`src/rtl/pipe_pkg.sv`:
```
// Shared types and constants for the 5-stage pipeline sequencer.
// ctrl_t bundles every stage enable/flush so each pipeline action is one constant.
package pipe_pkg;

  localparam int unsigned REG_W_DEF   = 5;
  localparam int unsigned MUL_LAT_DEF = 4;

  typedef enum logic [1:0] {
    RUN      = 2'd0,
    MUL_WAIT = 2'd1,
    MEM_WAIT = 2'd2
  } state_t;

  typedef struct packed {
    logic pc_en;
    logic ifid_en;
    logic ifid_flush;
    logic idex_en;
    logic idex_bubble;
    logic exmem_en;
    logic exmem_bubble;
    logic memwb_bubble;
  } ctrl_t;

  // Whole pipe held with NOPs in every stage; also the reset control word
  localparam ctrl_t CTRL_NOP = '{pc_en: 1'b0, ifid_en: 1'b0, ifid_flush: 1'b1,
                                 idex_en: 1'b0, idex_bubble: 1'b1, exmem_en: 1'b0,
                                 exmem_bubble: 1'b1, memwb_bubble: 1'b1};

  localparam ctrl_t CTRL_RUN = '{pc_en: 1'b1, ifid_en: 1'b1, ifid_flush: 1'b0,
                                 idex_en: 1'b1, idex_bubble: 1'b0, exmem_en: 1'b1,
                                 exmem_bubble: 1'b0, memwb_bubble: 1'b0};

  localparam ctrl_t CTRL_MEM = '{pc_en: 1'b0, ifid_en: 1'b0, ifid_flush: 1'b0,
                                 idex_en: 1'b0, idex_bubble: 1'b0, exmem_en: 1'b0,
                                 exmem_bubble: 1'b0, memwb_bubble: 1'b1};

  localparam ctrl_t CTRL_MUL = '{pc_en: 1'b0, ifid_en: 1'b0, ifid_flush: 1'b0,
                                 idex_en: 1'b0, idex_bubble: 1'b0, exmem_en: 1'b1,
                                 exmem_bubble: 1'b1, memwb_bubble: 1'b0};

  localparam ctrl_t CTRL_BRANCH = '{pc_en: 1'b1, ifid_en: 1'b1, ifid_flush: 1'b1,
                                    idex_en: 1'b1, idex_bubble: 1'b1, exmem_en: 1'b1,
                                    exmem_bubble: 1'b0, memwb_bubble: 1'b0};

  localparam ctrl_t CTRL_LOAD_USE = '{pc_en: 1'b0, ifid_en: 1'b0, ifid_flush: 1'b0,
                                      idex_en: 1'b1, idex_bubble: 1'b1, exmem_en: 1'b1,
                                      exmem_bubble: 1'b0, memwb_bubble: 1'b0};

endpackage

```
`src/rtl/hazard_detect.sv`:
```
// Combinational load-use detector: the load in EX writes a register the ID instruction reads.
module hazard_detect
  import pipe_pkg::*;
#(
  parameter int unsigned REG_W = REG_W_DEF
) (
  input  logic [REG_W-1:0] id_rs,
  input  logic [REG_W-1:0] id_rt,
  input  logic             id_uses_rt,
  input  logic [REG_W-1:0] ex_rt,
  input  logic             ex_mem_read,
  output logic             load_use
);

  // Register 0 is hard-wired zero, so a load targeting it never creates a dependency
  always_comb begin
    load_use = ex_mem_read && (ex_rt != '0) &&
               ((ex_rt == id_rs) || (id_uses_rt && (ex_rt == id_rt)));
  end

endmodule

```
`src/rtl/pipe_hazard_ctrl.sv`:
```
// Pipeline sequencer: stage enables/flushes for load-use, branch redirect, multiply hold
// and data-memory wait states, plus a saturating stall-cycle counter.
module pipe_hazard_ctrl
  import pipe_pkg::*;
#(
  parameter int unsigned MUL_LAT = MUL_LAT_DEF,
  parameter int unsigned REG_W   = REG_W_DEF,
  parameter int unsigned CNT_W   = 32
) (
  input  logic             clk,
  input  logic             rst_n,
  input  logic [REG_W-1:0] id_rs,
  input  logic [REG_W-1:0] id_rt,
  input  logic             id_uses_rt,
  input  logic [REG_W-1:0] ex_rt,
  input  logic             ex_mem_read,
  input  logic             ex_mul_start,
  input  logic             branch_taken,
  input  logic             mem_busy,
  output logic             pc_en,
  output logic             ifid_en,
  output logic             ifid_flush,
  output logic             idex_en,
  output logic             idex_bubble,
  output logic             exmem_en,
  output logic             exmem_bubble,
  output logic             memwb_bubble,
  output logic [CNT_W-1:0] stall_cycles
);

  localparam int unsigned CW = $clog2(MUL_LAT);

  state_t        state, state_nx, eff;
  logic [CW-1:0] mul_cnt, mul_cnt_nx;
  ctrl_t         ctrl;
  logic          load_use;

  hazard_detect #(.REG_W(REG_W)) u_hazard_detect (
    .id_rs       (id_rs),
    .id_rt       (id_rt),
    .id_uses_rt  (id_uses_rt),
    .ex_rt       (ex_rt),
    .ex_mem_read (ex_mem_read),
    .load_use    (load_use)
  );

  always_comb begin
    ctrl       = CTRL_RUN;
    state_nx   = state;
    mul_cnt_nx = mul_cnt;
    eff        = state;
    // Leaving MEM_WAIT acts in the same cycle as the state being resumed,
    // so a memory wait adds exactly its busy cycles to a multiply hold.
    if (state == MEM_WAIT && !mem_busy) begin
      eff = (mul_cnt != '0) ? MUL_WAIT : RUN;
    end
    if (!rst_n) begin
      ctrl     = CTRL_NOP;
      state_nx = RUN;
    end else if (mem_busy) begin
      ctrl     = CTRL_MEM;
      state_nx = MEM_WAIT;
    end else if (eff == MUL_WAIT) begin
      // The mul_cnt==0 cycle is still held; enables return on the following RUN cycle
      ctrl = CTRL_MUL;
      if (mul_cnt == '0) begin
        state_nx = RUN;
      end else begin
        mul_cnt_nx = mul_cnt - CW'(1);
        state_nx   = MUL_WAIT;
      end
    end else if (ex_mul_start) begin
      ctrl       = CTRL_MUL;
      mul_cnt_nx = CW'(MUL_LAT - 2);
      state_nx   = MUL_WAIT;
    end else if (branch_taken) begin
      ctrl     = CTRL_BRANCH;
      state_nx = RUN;
    end else if (load_use) begin
      ctrl     = CTRL_LOAD_USE;
      state_nx = RUN;
    end else begin
      state_nx = RUN;
    end
  end

  always_ff @(posedge clk or negedge rst_n) begin
    if (!rst_n) begin
      state        <= RUN;
      mul_cnt      <= '0;
      stall_cycles <= '0;
    end else begin
      state   <= state_nx;
      mul_cnt <= mul_cnt_nx;
      if (!ctrl.pc_en && (stall_cycles != '1)) begin
        stall_cycles <= stall_cycles + CNT_W'(1);
      end
    end
  end

  assign pc_en        = ctrl.pc_en;
  assign ifid_en      = ctrl.ifid_en;
  assign ifid_flush   = ctrl.ifid_flush;
  assign idex_en      = ctrl.idex_en;
  assign idex_bubble  = ctrl.idex_bubble;
  assign exmem_en     = ctrl.exmem_en;
  assign exmem_bubble = ctrl.exmem_bubble;
  assign memwb_bubble = ctrl.memwb_bubble;

endmodule

```
`config.mk`:
```
export PLATFORM = sky130hd
export DESIGN_NAME = pipe_hazard_ctrl
export DESIGN_NICKNAME = d
export VERILOG_FILES = /design/src/rtl/pipe_pkg.sv /design/src/rtl/hazard_detect.sv /design/src/rtl/pipe_hazard_ctrl.sv
export SDC_FILE = /design/constraint.sdc
export NUM_CORES = 1
export LEC_CHECK = 0
export CORE_UTILIZATION = 45
export CTS_CLUSTER_SIZE = 30
export DETAILED_ROUTE_END_ITERATION = 10
export PLACE_DENSITY_LB_ADDON = 0.3
export SYNTH_ARGS = -nofsm -noshare
export SYNTH_HDL_FRONTEND = slang
export SYNTH_HIERARCHICAL = 1
export SYNTH_SLANG_ARGS = --single-unit
```
`constraint.sdc`:
```
create_clock -name clk -period 4.3 [get_ports clk]
set_clock_uncertainty 0.15 [all_clocks]
set_input_delay 0.86 -clock clk [delete_from_list [all_inputs] [get_ports clk]]
set_output_delay 0.86 -clock clk [all_outputs]
set_load 0.005 [all_outputs]
```
Word-level counts from Yosys, hierarchy flattened
Cells that the tools add are included.
{"block": "classes", "n_addsub": 2, "mul": 0, "div": 0, "order_cmp": 0, "eq_ne": 6, "shifts": 0, "n_mux": 16, "bitwise_logic": 1, "reduce_logical": 13}
{"cell": "$mux W8", "count": 6}
{"cell": "$add A32 B1 Y32 const B", "count": 1}
{"cell": "$ne A32 B32 Y1 const B", "count": 1}
{"cell": "$mux W2", "count": 7}
{"cell": "$eq A5 B5 Y1", "count": 2}
{"cell": "$logic_and A1 B1 Y1", "count": 5}
{"cell": "$reduce_bool A5 Y1", "count": 1}
{"cell": "$reduce_and A4 Y1", "count": 1}
{"cell": "$reduce_bool A2 Y1", "count": 2}
{"cell": "$mux W1", "count": 3}
{"cell": "$eq A2 B1 Y1 const B", "count": 1}
{"cell": "$eq A2 B2 Y1 const B", "count": 1}
{"cell": "$logic_not A1 Y1", "count": 2}
{"cell": "$logic_not A2 Y1", "count": 1}
{"cell": "$ne A2 B2 Y1 const B", "count": 1}
{"cell": "$sub A2 B1 Y2 const B", "count": 1}
{"cell": "$logic_or A1 B1 Y1", "count": 1}
{"cell": "$not A1 Y1", "count": 1}
{"block": "totals", "regBits": 36, "latch_bits": 0, "ram_bits": 0, "mem_bits_ro": 0, "output_inout_bits": 40, "wordCells": 41, "n_memories": 0}

Logic depth before layout (Yosys ltp)
{"block": "depth", "ltp_word": 12, "mapped_depth": 9}

Cells and area by module
The synthesis kept the hierarchy.
{"mod": "pipe_hazard_ctrl", "n_inst": 1, "cells_per_inst": 177, "area_each_um2": 1800.5, "seq_area_each_um2": 900.9}
{"mod": "hazard_detect", "n_inst": 1, "cells_per_inst": 17, "area_each_um2": 132.6, "seq_area_each_um2": 0.0}

Least setup slack after synthesis
Ideal clock, no wire load.
{"block": "synth_path", "path_type": "input port to output port", "from": "in ex_rt[3]", "to": "out pc_en", "arrival_time_ns": 2.193, "required_ns": 3.290, "setup_slack_ns": 1.097, "stages": 9, "path_buffers": 2, "path_cell_list": "xor2_1 nor4_2 nand3_1 a21oi_1 nand2b_1 nand2_1 clkbuf_1 inv_1 buf_4"}
{"block": "synth_via", "elab_chain_cells": 10, "elab_cells_between_ends": 13}
{"element": "start, declared", "line": "pipe_hazard_ctrl.sv:15", "source": "input logic [REG_W-1:0] ex_rt,"}
{"element": "$eq A5 B5 Y1", "line": "hazard_detect.sv:18", "source": "((ex_rt == id_rs) || (id_uses_rt && (ex_rt == id_rt)));"}
{"element": "$logic_and A1 B1 Y1", "line": "hazard_detect.sv:18"}
{"element": "$logic_or A1 B1 Y1", "line": "hazard_detect.sv:18"}
{"element": "$logic_and A1 B1 Y1 *", "line": "hazard_detect.sv:17", "source": "load_use = ex_mem_read && (ex_rt != '0) &&"}
{"element": "net load_use", "line": "pipe_hazard_ctrl.sv:36", "source": "logic load_use;"}
{"element": "$mux W8 *", "line": "pipe_hazard_ctrl.sv:79", "source": "end else if (load_use) begin"}
{"element": "$mux W8 *", "line": "pipe_hazard_ctrl.sv:76", "source": "end else if (branch_taken) begin"}
{"element": "$mux W8 *", "line": "pipe_hazard_ctrl.sv:72", "source": "end else if (ex_mul_start) begin"}
{"element": "$mux W8 *", "line": "pipe_hazard_ctrl.sv:63", "source": "end else if (eff == MUL_WAIT) begin"}
{"element": "$mux W8 *", "line": "pipe_hazard_ctrl.sv:60", "source": "end else if (mem_busy) begin"}
{"element": "$mux W8 *", "line": "pipe_hazard_ctrl.sv:57", "source": "if (!rst_n) begin"}
{"element": "end, declared", "line": "pipe_hazard_ctrl.sv:20", "source": "output logic pc_en,"}
Mark *: on every way through the listed nets, which the timed path passes. The rest lies on a longest branch.

Final worst setup path
{"block": "layout_path", "from": "in ex_rt[1]", "to": "out ifid_en"}
{"block": "layout_via", "elab_chain_cells": 10, "elab_cells_between_ends": 13}
{"element": "$eq A5 B5 Y1", "line": "hazard_detect.sv:18"}
{"element": "$logic_and A1 B1 Y1", "line": "hazard_detect.sv:18"}
{"element": "$logic_or A1 B1 Y1", "line": "hazard_detect.sv:18"}
{"element": "$logic_and A1 B1 Y1 *", "line": "hazard_detect.sv:17"}
{"element": "net load_use", "line": "pipe_hazard_ctrl.sv:36"}
{"element": "$mux W8 *", "line": "pipe_hazard_ctrl.sv:79"}
{"element": "$mux W8 *", "line": "pipe_hazard_ctrl.sv:76"}
{"element": "$mux W8 *", "line": "pipe_hazard_ctrl.sv:72"}
{"element": "$mux W8 *", "line": "pipe_hazard_ctrl.sv:63"}
{"element": "$mux W8 *", "line": "pipe_hazard_ctrl.sv:60"}
{"element": "$mux W8 *", "line": "pipe_hazard_ctrl.sv:57"}
{"element": "end, declared", "line": "pipe_hazard_ctrl.sv:21", "source": "output logic ifid_en,"}
Marks and branches as above.

==> flow_metrics.tcl <==
set metrics [dict create \
    outcome "finished, final reports clean" \
    synthDistinctLibCells 34 \
    final_util_pct 66.54 \
    dieArea_um2 4562 \
    synth_cells 194 \
    grt-ovfl-total 0 \
    antenna_found_initial 0 \
    cts.reportedPaths.clkPinSlew_ns 0.06 \
    dr_wl_met2_um 2083 \
    maxSlewViolCount 0 \
    drtIter0Drc 148 \
    seq_power_share_pct 47.0 \
    avgSynthCellArea_um2 9.964 \
    drc 0 \
    synth_warnings 6 \
    grt_max_degree 41 \
    routedWlPerCell_um 13.96 \
    ctsResizeCount 0 \
    period_share_pct 90.10 \
    path_class "in2out" \
    first_pass_iters 4 \
    routed.top_layer "met4" \
    ys_async_sr_fraction_pct 100.0 \
    setup_viol 0 \
    critPathRequiredTime_ns 3.29 \
    clkPwrFrac_pct 25.8 \
    p_leak_nw 1.090 \
    root_buffer "clkbuf_8" \
    synth_top_area_share_pct 46.60 \
    met3_length_um 221 \
    vdd_drop_max_uv 190.5 \
    yosysMostFrequentCell "dfrtp_1" \
    gp_congestion 0.8074 \
    cts_max_level 2 \
    post-cts-setup-buffers 0 \
    grt_pass1_wl_um 7431 \
    switchingPower_w 0.0002592 \
    relSlewSlack_pct 58.27 \
    synth_edf_count 0 \
    num_io_pins 62 \
    p_sw_share_pct 27.74 \
    io_buffers 61 \
    cts_buffer_depth 2 \
    dp_hpwl_um 3309 \
    finalCriticalPeriod_ns 3.874 \
    vias_per_cell 5.449 \
    synth_commonest_cells "dfrtp_1 (36), xnor2_1 (31), nand3_1 (19)" \
    cts_sinks 36 \
    crit_path_max_fanout 3 \
    syn_area_um2 1933 \
    tns_ns 0 \
    hp-class "reg2reg" \
    die_height_um 67.54 \
    area_growth_pct 39.68 \
    arrival_ns 2.86 \
    max_slew.worst_pin.slew_ns 0.6212 \
    cts_buffers 5 \
    rsz0062_at_grt "false" \
    drive_above_1_share_pct 6.107 \
    die_w_um 67.54 \
    yosys.area.top_type "dfrtp_1" \
    nets 285 \
    power_frac_comb_pct 27.2 \
    drt_wl_total_um 4354 \
    synth-seq-cells 36 \
    synthFlopType "dfrtp_1" \
    drt-met1-wl_um 2002 \
    maxCapViolCount 0 \
    seq_area_frac_synth_pct 46.60 \
    rows 23 \
    clk_latency_ns 0.28 \
    grt.total_usage_pct 21.74 \
    crit_path_start_kind "input port" \
    ant_nets 0 \
    core_um2 4058 \
    num_antenna_cells 0 \
    grt_pass1_vias 1562 \
    cts_tree "built" \
    ctsHoldBuffers 0 \
    fmax_mhz 258.1 \
    vias 1700 \
    syn_nets 218 \
    p_int_w 0.0006753 \
    final-hold-violation-count 0 \
    power_density_nw_per_um2 346.1 \
    end_kind "primary output" \
    netlist_top_cells_area "dfrtp_1 (47%), xnor2_1 (14%), nand4_1 (5.5%)" \
    start_util_pct 47.64 \
]
sequential cells by signal, indices dropped and copies added (netlist names):
name          cells
mul_cnt           2
stall_cycles     32
state             2
power groups by stage:
| stage | combinational, W | sequential, W | clock [W] |
|---|---|---|---|
| 6_report | 0.000254 | 0.000439 | 0.000241 |
| 5_1_grt | 0.000281 | 0.000449 | 0.000263 |
| 4_1_cts | 0.000257 | 0.000439 | 0.000246 |
| 3_5_place_dp | 0.000256 | 0.000445 | 0 |
| 3_3_place_gp | 0.000247 | 0.000444 | 0 |
| 2_1_floorplan | 0.000117 | 0.000439 | 0 |
logic make-up (layout without fill, tap and decap cells):
kind of cell    count (synthesis)  count (layout)  synth area share, %
compound gates                 16              16                4.660
xor+xnor                       39              39                17.67
fa+ha+maj                       2               2                1.294
buf+inv                        11              79                2.460
flops                          36              36                46.60
mux                             2               2                1.359
simple gates                   88              88                25.96
cells in the final DEF (no fill, tap or decap), types with 3 or more instances in the layout:
cell,n
a21oi_1,7
and3_1,11
buf_4,5
clkbuf_8,6
clkdlybuf4s50_1,60
dfrtp_1,36
inv_1,5
nand2_1,10
nand3_1,19
nand4_1,17
nand4b_1,3
nor2_1,7
nor3_1,5
nor4_1,3
o21ai_0,4
xnor2_1,31
xor2_1,8
worst paths after layout:
| kind | from | end | slack, ns | depth (start not counted) |
|---|---|---|---|---|
| setup reg to reg | stall_cycles[6]$_DFFE_PN0P_ | stall_cycles[1]$_DFFE_PN0P_ | 1.67 | 5 |
| hold / removal | stall_cycles[31]$_DFFE_PN0P_ | stall_cycles[31]$_DFFE_PN0P_ | 0.36 | 1 |
| hold reg to reg | stall_cycles[31]$_DFFE_PN0P_ | stall_cycles[31]$_DFFE_PN0P_ | 0.36 | 1 |
| min in group asynchronous | rst_n | mul_cnt[1]$_DFFE_PN0P_ | 0.49 | 2 |
| setup / recovery | ex_rt[1] | ifid_en | 0.43 | 8 |
| max in group asynchronous | rst_n | stall_cycles[20]$_DFFE_PN0P_ | 3.17 | 2 |
through the flow:
stage          hold slack, ns  cell area, um2  setup WS, ns  total power, W  cells
2_1_floorplan          0.3373            1933         1.097       0.0005557    194
3_3_place_gp           0.3447            2610        0.4206       0.0006914    304
3_5_place_dp           0.3454            2610        0.4040       0.0007018    304
4_1_cts                0.3611            2700        0.4064       0.0009428    312
5_1_grt                0.3868            2700        0.2218       0.0009928    312
6_report               0.3628            2700        0.4257       0.0009346    312
layout make-up:
class                      instances  area, um2
multi-input combinational        147      984.7
tap                               50      62.56
inverter                           5      18.77
clock buffer                       8      90.09
fill                             331       1358
sequential                        36      900.9
timing repair buffer              66      643.1
worst max-delay path, cell delays in order:
cell,delay [ns]
clkdlybuf4s50_1,0.46
or4_1,0.54
o21ai_1,0.12
a21oi_1,0.06
nand2b_1,0.11
nand2_1,0.10
inv_1,0.11
clkdlybuf4s50_1,0.50
layer usage:
layer	track usage (%)	up-vias
met5	0	-
met4	5.585	0
met3	4.054	7
met2	33.91	53
met1	30.71	807
li1	-	833
Power figures use the tool's default switching activity.
